$ cat src/rtl/space_invaders_pkg.sv
// Shared constants and types for the sprite drawing path of the space invaders game.
package space_invaders_pkg;

  localparam int unsigned SCREEN_W   = 160;
  localparam int unsigned SCREEN_H   = 120;
  localparam int unsigned SPRITE_DIM = 4;

  localparam logic [2:0] COLOUR_BLACK = 3'b000;
  localparam logic [2:0] COLOUR_WHITE = 3'b111;

  localparam int unsigned REQ_PLAYER  = 0;
  localparam int unsigned REQ_ALIEN   = 1;
  localparam int unsigned REQ_PBULLET = 2;
  localparam int unsigned REQ_ABULLET = 3;

  typedef enum logic [1:0] {
    StIdle,
    StErase,
    StDraw,
    StDone
  } sched_state_e;

endpackage

$ cat src/rtl/sprite_draw_scheduler_if.sv
// Requester-side bundle of the sprite draw scheduler: per-requester jobs in, acks out.
interface sprite_draw_scheduler_if #(
  parameter int unsigned N_REQ = 4
);
  logic [N_REQ-1:0]   req;
  logic [N_REQ-1:0]   req_erase;
  logic [8*N_REQ-1:0] req_x;
  logic [7*N_REQ-1:0] req_y;
  logic [8*N_REQ-1:0] req_old_x;
  logic [7*N_REQ-1:0] req_old_y;
  logic [3*N_REQ-1:0] req_colour;
  logic [N_REQ-1:0]   ack;

  modport master (
    output req, req_erase, req_x, req_y, req_old_x, req_old_y, req_colour,
    input  ack
  );

  modport slave (
    input  req, req_erase, req_x, req_y, req_old_x, req_old_y, req_colour,
    output ack
  );
endinterface

$ cat src/rtl/sprite_draw_scheduler_rr_arbiter.sv
// Combinational round-robin arbiter: first set request at or above ptr, wrapping.
module rr_arbiter #(
  parameter int unsigned N_REQ = 4,
  localparam int unsigned PtrW = $clog2(N_REQ)
) (
  input  logic [N_REQ-1:0] req,
  input  logic [PtrW-1:0]  ptr,
  output logic [N_REQ-1:0] grant,
  output logic [PtrW-1:0]  grant_idx,
  output logic             grant_valid
);

  int unsigned idx;

  always_comb begin
    grant       = '0;
    grant_idx   = '0;
    grant_valid = 1'b0;
    idx         = 0;
    for (int unsigned i = 0; i < N_REQ; i++) begin
      idx = (32'(ptr) + i) % N_REQ;
      if (!grant_valid && req[idx]) begin
        grant_valid = 1'b1;
        grant[idx]  = 1'b1;
        grant_idx   = PtrW'(idx);
      end
    end
  end

endmodule

$ cat src/rtl/sprite_draw_scheduler.sv
// Shares the VGA plot port among sprite requesters; sequences 4x4 erase and draw sweeps.
module sprite_draw_scheduler
  import space_invaders_pkg::*;
#(
  parameter int unsigned N_REQ    = 4,
  parameter int unsigned SCREEN_W = space_invaders_pkg::SCREEN_W,
  parameter int unsigned SCREEN_H = space_invaders_pkg::SCREEN_H
) (
  input  logic                   clk,
  input  logic                   reset_n,
  sprite_draw_scheduler_if.slave bus,
  output logic                   busy,
  output logic [7:0]             vga_x,
  output logic [6:0]             vga_y,
  output logic [2:0]             vga_colour,
  output logic                   vga_plot
);

  localparam int unsigned PtrW = $clog2(N_REQ);
  localparam int unsigned CntW = $clog2(SPRITE_DIM * SPRITE_DIM);
  localparam logic [CntW-1:0] CntLast = CntW'(SPRITE_DIM * SPRITE_DIM - 1);

  sched_state_e state_q, state_d;
  logic [CntW-1:0]  cnt_q, cnt_d;
  logic [PtrW-1:0]  ptr_q, ptr_d;
  logic [PtrW-1:0]  gnt_idx_q;
  logic [N_REQ-1:0] gnt_q;
  logic [7:0]       x_q, old_x_q;
  logic [6:0]       y_q, old_y_q;
  logic [2:0]       colour_q;

  logic [N_REQ-1:0] arb_grant;
  logic [PtrW-1:0]  arb_idx;
  logic             arb_valid;
  logic             latch_en;

  rr_arbiter #(
    .N_REQ(N_REQ)
  ) u_arb (
    .req        (bus.req),
    .ptr        (ptr_q),
    .grant      (arb_grant),
    .grant_idx  (arb_idx),
    .grant_valid(arb_valid)
  );

  always_comb begin
    state_d  = state_q;
    cnt_d    = cnt_q;
    ptr_d    = ptr_q;
    latch_en = 1'b0;
    unique case (state_q)
      StIdle: begin
        if (arb_valid) begin
          latch_en = 1'b1;
          cnt_d    = '0;
          state_d  = bus.req_erase[arb_idx] ? StErase : StDraw;
        end
      end
      StErase: begin
        cnt_d = cnt_q + 1'b1;
        if (cnt_q == CntLast) begin
          cnt_d   = '0;
          state_d = StDraw;
        end
      end
      StDraw: begin
        cnt_d = cnt_q + 1'b1;
        if (cnt_q == CntLast) begin
          state_d = StDone;
        end
      end
      StDone: begin
        ptr_d   = (gnt_idx_q == PtrW'(N_REQ - 1)) ? '0 : gnt_idx_q + 1'b1;
        state_d = StIdle;
      end
      default: state_d = StIdle;
    endcase
  end

  always_ff @(posedge clk) begin
    if (!reset_n) begin
      state_q   <= StIdle;
      cnt_q     <= '0;
      ptr_q     <= '0;
      gnt_idx_q <= '0;
      gnt_q     <= '0;
      x_q       <= '0;
      y_q       <= '0;
      old_x_q   <= '0;
      old_y_q   <= '0;
      colour_q  <= '0;
    end else begin
      state_q <= state_d;
      cnt_q   <= cnt_d;
      ptr_q   <= ptr_d;
      if (latch_en) begin
        gnt_idx_q <= arb_idx;
        gnt_q     <= arb_grant;
        x_q       <= bus.req_x[8*arb_idx +: 8];
        y_q       <= bus.req_y[7*arb_idx +: 7];
        old_x_q   <= bus.req_old_x[8*arb_idx +: 8];
        old_y_q   <= bus.req_old_y[7*arb_idx +: 7];
        colour_q  <= bus.req_colour[3*arb_idx +: 3];
      end
    end
  end

  // Sums are one bit wider than the coordinate so off-screen pixels never wrap back on.
  logic [8:0] sum_x;
  logic [7:0] sum_y;
  logic       sweeping;
  logic       on_screen;

  always_comb begin
    sweeping = (state_q == StErase) || (state_q == StDraw);
    if (state_q == StErase) begin
      sum_x = {1'b0, old_x_q} + {7'b0, cnt_q[1:0]};
      sum_y = {1'b0, old_y_q} + {6'b0, cnt_q[3:2]};
    end else begin
      sum_x = {1'b0, x_q} + {7'b0, cnt_q[1:0]};
      sum_y = {1'b0, y_q} + {6'b0, cnt_q[3:2]};
    end
    on_screen = (sum_x < 9'(SCREEN_W)) && (sum_y < 8'(SCREEN_H));

    vga_plot   = sweeping && on_screen;
    vga_x      = sweeping ? sum_x[7:0] : '0;
    vga_y      = sweeping ? sum_y[6:0] : '0;
    vga_colour = (state_q == StDraw) ? colour_q : COLOUR_BLACK;
    busy       = (state_q != StIdle);
    bus.ack    = (state_q == StDone) ? gnt_q : '0;
  end

endmodule

$ cat src/flat_wrapper.sv
// flat-port wrapper written by rule: the top's interface ports become plain ports
module sprite_draw_scheduler_flat import space_invaders_pkg::*;
#(
  parameter int unsigned N_REQ    = 4,
  parameter int unsigned SCREEN_W = space_invaders_pkg::SCREEN_W,
  parameter int unsigned SCREEN_H = space_invaders_pkg::SCREEN_H
)
  (clk, reset_n, busy, vga_x, vga_y, vga_colour, vga_plot, bus_req, bus_req_erase, bus_req_x, bus_req_y, bus_req_old_x, bus_req_old_y, bus_req_colour, bus_ack);
  sprite_draw_scheduler_if #(.N_REQ(N_REQ)) bus_i ();
  input  logic clk;
  input  logic reset_n;
  output logic busy;
  output logic [7:0] vga_x;
  output logic [6:0] vga_y;
  output logic [2:0] vga_colour;
  output logic vga_plot;
  input wire logic [$bits(bus_i.req)-1:0] bus_req;
  input wire logic [$bits(bus_i.req_erase)-1:0] bus_req_erase;
  input wire logic [$bits(bus_i.req_x)-1:0] bus_req_x;
  input wire logic [$bits(bus_i.req_y)-1:0] bus_req_y;
  input wire logic [$bits(bus_i.req_old_x)-1:0] bus_req_old_x;
  input wire logic [$bits(bus_i.req_old_y)-1:0] bus_req_old_y;
  input wire logic [$bits(bus_i.req_colour)-1:0] bus_req_colour;
  output wire logic [$bits(bus_i.ack)-1:0] bus_ack;
  assign bus_i.req = bus_req;
  assign bus_i.req_erase = bus_req_erase;
  assign bus_i.req_x = bus_req_x;
  assign bus_i.req_y = bus_req_y;
  assign bus_i.req_old_x = bus_req_old_x;
  assign bus_i.req_old_y = bus_req_old_y;
  assign bus_i.req_colour = bus_req_colour;
  assign bus_ack = bus_i.ack;
  sprite_draw_scheduler #(.N_REQ(N_REQ), .SCREEN_W(SCREEN_W), .SCREEN_H(SCREEN_H)) u_core (.clk(clk), .reset_n(reset_n), .bus(bus_i), .busy(busy), .vga_x(vga_x), .vga_y(vga_y), .vga_colour(vga_colour), .vga_plot(vga_plot));
endmodule
$ cat config.mk
export PLATFORM = sky130hd
export DESIGN_NAME = sprite_draw_scheduler_flat
export DESIGN_NICKNAME = d
export VERILOG_FILES = /design/src/rtl/space_invaders_pkg.sv /design/src/rtl/sprite_draw_scheduler_if.sv /design/src/rtl/sprite_draw_scheduler_rr_arbiter.sv /design/src/rtl/sprite_draw_scheduler.sv /design/src/flat_wrapper.sv
export SDC_FILE = /design/constraint.sdc
export NUM_CORES = 1
export LEC_CHECK = 0
export BUFFER_PORTS_ARGS = -buffer_cell sky130_fd_sc_hd__buf_2
export CORE_MARGIN = 2
export CORE_UTILIZATION = 45
export DETAILED_ROUTE_END_ITERATION = 6
export PLACE_DENSITY = 0.85
export SYNTH_ARGS = -nofsm -noshare
export SYNTH_HDL_FRONTEND = slang
export SYNTH_SLANG_ARGS = --single-unit
$ cat constraint.sdc
create_clock -name clk -period 3.4 [get_ports clk]
set_input_delay 0 -clock clk [delete_from_list [all_inputs] [get_ports clk]]
set_output_delay 0 -clock clk [all_outputs]
set_load 0.005 [all_outputs]
==> out/results.ini <==
[clock_tree]
clkSlewWorstSetupHoldPaths_ns = 0.10
clock_latency_ns = 0.31
cts_buffer_depth = 2
cts_sinks = 47
cts_tree = done
post_cts_buffers = 0
htree_levels = 2
cts-root-buf = clkbuf_8
cts_buffers = 5

[synthesis]
yosys_most_used_dff = dfxtp_1
synthArstFlopShare_pct = 0
ys_warn_count = 0
synth_nets = 666
synth_seq_cells = 47
synth-edff-count = 0
syn_area_per_cell_um2 = 8.32
synth_area_um2 = 4220
seq_area_frac_synth_pct = 22.3
synth_cells = 507
synth_cell_types = 49

[sta]
slew_headroom_pct = 58.4
worst_pin_slew_ns = 0.609
finalClockSkew_ns = 0.0123
clock.fmax_ghz = 0.315
layout_min_cycle_time_ns = 3.17
rsz0062_at_grt = no
fin_tns_setup_ns = 0
setup_viol = 0
slew_violations = 0
finalHoldViolations = 0
period_share_pct = 93.3
worst_slack_ns = 0.229

[setup_path]
cp-end-kind = flip-flop
cp-start-kind = flip-flop
reg2reg_to = u_core.x_q[4]$_SDFFE_PN0P_
rr_worst_depth = 9
crit_arrival_ns = 3.35
path_max_fanout = 30
reg2reg_from = u_core.ptr_q[1]$_SDFFE_PN0N_
cp_data_required_time_ns = 3.58
rrSetupSlack_ns = 0.23
critical_path_class = reg -> reg

[detailed_routing]
wire_per_inst_um = 18.3
ant_nets = 0
drt_iter0_markers = 385
dr.pass1.iters = 5
routed_wl_um = 15100
route.detailed.drc = 0
vias = 4981
viasPerCell = 6.04

[power]
power_frac_seq_pct = 30.0
switching_share_pct = 44.2
power.share.clock_pct = 13.5
p_total_uw = 3200
powerDensity_nw_per_um2 = 545
intPower_uw = 1790
combPwrFrac_pct = 56.5
p_leak_uw = 0.00280
peakVddDrop_mv = 0.314
p_switching_uw = 1410

[die]
core_area_um2 = 9150
initial_core_util_pct = 46.1
die-width_um = 101
die_h_um = 101
die_area_um2 = 10200
rows = 35
io_pins = 166

[run]
maxCapViolCount = 0

[place]
io_buffers = 165
placed_area_um2 = 5090
place_ws_ns = 0.355
post-place-cells = 751
hpwl_um = 9670
gp_congestion = 0.875

[status]
status = complete, no violations

[global_route]
grt_pass1_vias = 4899
grt_use_total_pct = 28.3
grt_pass1_wl_um = 22900
antenna_found_initial = 0
overflow = 0
grt_max_degree = 67

[worst_hold_path]
min_to = u_core.x_q[2]$_SDFFE_PN0P_
min_path_type = in -> reg
whs_path_depth = 4
min_from = bus_req_x[18]

[finish]
drive_gt1_share_pct = 32.5
postLayoutCellArea_um2 = 5870
final_cell_mix = buf_2, dlygate4sd3_1, dfxtp_1, inv_1, o21ai_0
mostFrequentLayoutCell = buf_2
syn2layout_area_growth_pct = 39.3
n_antenna_cell = 0
fin_nets = 872
fin_cells = 825

==> kinds of logic (layout without fill, tap and decap cells) <==
group	Yosys count	count (layout)	share of synthesized area [%]
muxes	24	24	7.03
adders and majority gates	17	17	5.40
buffers and inverters	89	296	8.93
and+or+nand+nor	125	125	17.4
xor gates and xnor gates	13	13	2.70
AOI/OAI and AO/OA	192	192	36.2
DFF	47	47	22.3
==> Yosys cell counts (8+ instances only) <==
master / n / area share [%]
and2_1: 27 / 4.0
a32oi_1: 34 / 7.1
o211ai_2: 30 / 8.9
ha_1: 15 / 4.5
dfxtp_1: 47 / 22
mux2i_1: 15 / 3.6
nand3_1: 12 / 1.4
o21ai_0: 37 / 4.4
a21boi_0: 33 / 5.9
nor2b_1: 18 / 2.7
clkbuf_1: 32 / 2.8
nor2_1: 8 / 0.71
a22oi_1: 11 / 2.0
nand2_1: 11 / 0.98
o21ai_1: 9 / 1.1
inv_1: 44 / 3.9
and3_1: 35 / 5.2
o211ai_1: 8 / 1.4
==> worst max path at each step <==
stage | startpoint | end | slack (ns) | cells past startpoint
finish | u_core.ptr_q[1]$_SDFFE_PN0N_ | u_core.x_q[4]$_SDFFE_PN0P_ | 0.23 | 9
global route | u_core.ptr_q[1]$_SDFFE_PN0N_ | u_core.x_q[4]$_SDFFE_PN0P_ | 0.06 | 9
CTS | u_core.state_q[1]$_SDFFE_PN0P_ | vga_plot | 0.21 | 12
detailed placement | u_core.ptr_q[1]$_SDFFE_PN0N_ | u_core.old_y_q[2]$_SDFFE_PN0P_ | 0.35 | 9
global placement | u_core.ptr_q[1]$_SDFFE_PN0N_ | u_core.old_y_q[2]$_SDFFE_PN0P_ | 0.49 | 9
floorplan | u_core.state_q[1]$_SDFFE_PN0P_ | vga_plot | 0.15 | 14
==> cell type report <==
type | count | area (um2)
Clock inverter | 3 | 47.5
Tap cell | 111 | 139
Inverter | 44 | 165
Clock buffer | 5 | 68.8
Fill cell | 703 | 3280
Multi-Input combinational cell | 371 | 2930
Sequential cell | 47 | 941
Timing Repair Buffer | 244 | 1580
==> worst max-delay path, stage by stage, from the launching register on <==
cell,delay [ns]
dfxtp_1,0.55
inv_1,0.15
ha_1,0.40
mux4_2,0.46
nor2_1,0.17
o221ai_1,0.22
and4_1,0.30
buf_4,0.26
a32oi_1,0.34
o211ai_2,0.16
==> power by group through the flow <==
stage	Combinational (uW)	Sequential, uW	Clock (uW)
floorplan	1240	882	0
global placement	1630	943	0
detailed placement	1690	947	0
CTS	1750	941	437
global route	1960	976	455
finish	1810	960	432
==> routing by layer <==
layer	vias up	wire [um]	track usage, %
met1	2272	5720	33.1
met3	77	1130	3.74
met5	-	0	0
met2	339	7320	48.5
met4	0	895	17.8
li1	2293	-	-
==> registers in the layout, summed over array words and instances, names as in the netlist <==
| signal | count |
|---|---|
| u_core.cnt_q | 4 |
| u_core.colour_q | 3 |
| u_core.gnt_idx_q | 2 |
| u_core.gnt_q | 4 |
| u_core.old_x_q | 8 |
| u_core.old_y_q | 7 |
| u_core.ptr_q | 2 |
| u_core.state_q | 2 |
| u_core.x_q | 8 |
| u_core.y_q | 7 |
==> what timing repair did <==
item | CTS | global route
hold buffers | 66 | 0
endpoints found under the hold margin | 33 | 0
gates resized for setup | 0 | 1
setup endpoints to repair | 0 | 1
==> per-stage QoR <==
stage / hold WS, ns / utilization, %
finish: 0.0674 / 64.2
global route: 0.0733 / 64.2
global placement: 0.246 / 55.7
detailed placement: 0.254 / 55.7
CTS: 0.0609 / 64.1
floorplan: 0.128 / -
No activity file was read; power rests on OpenSTA's default activity.
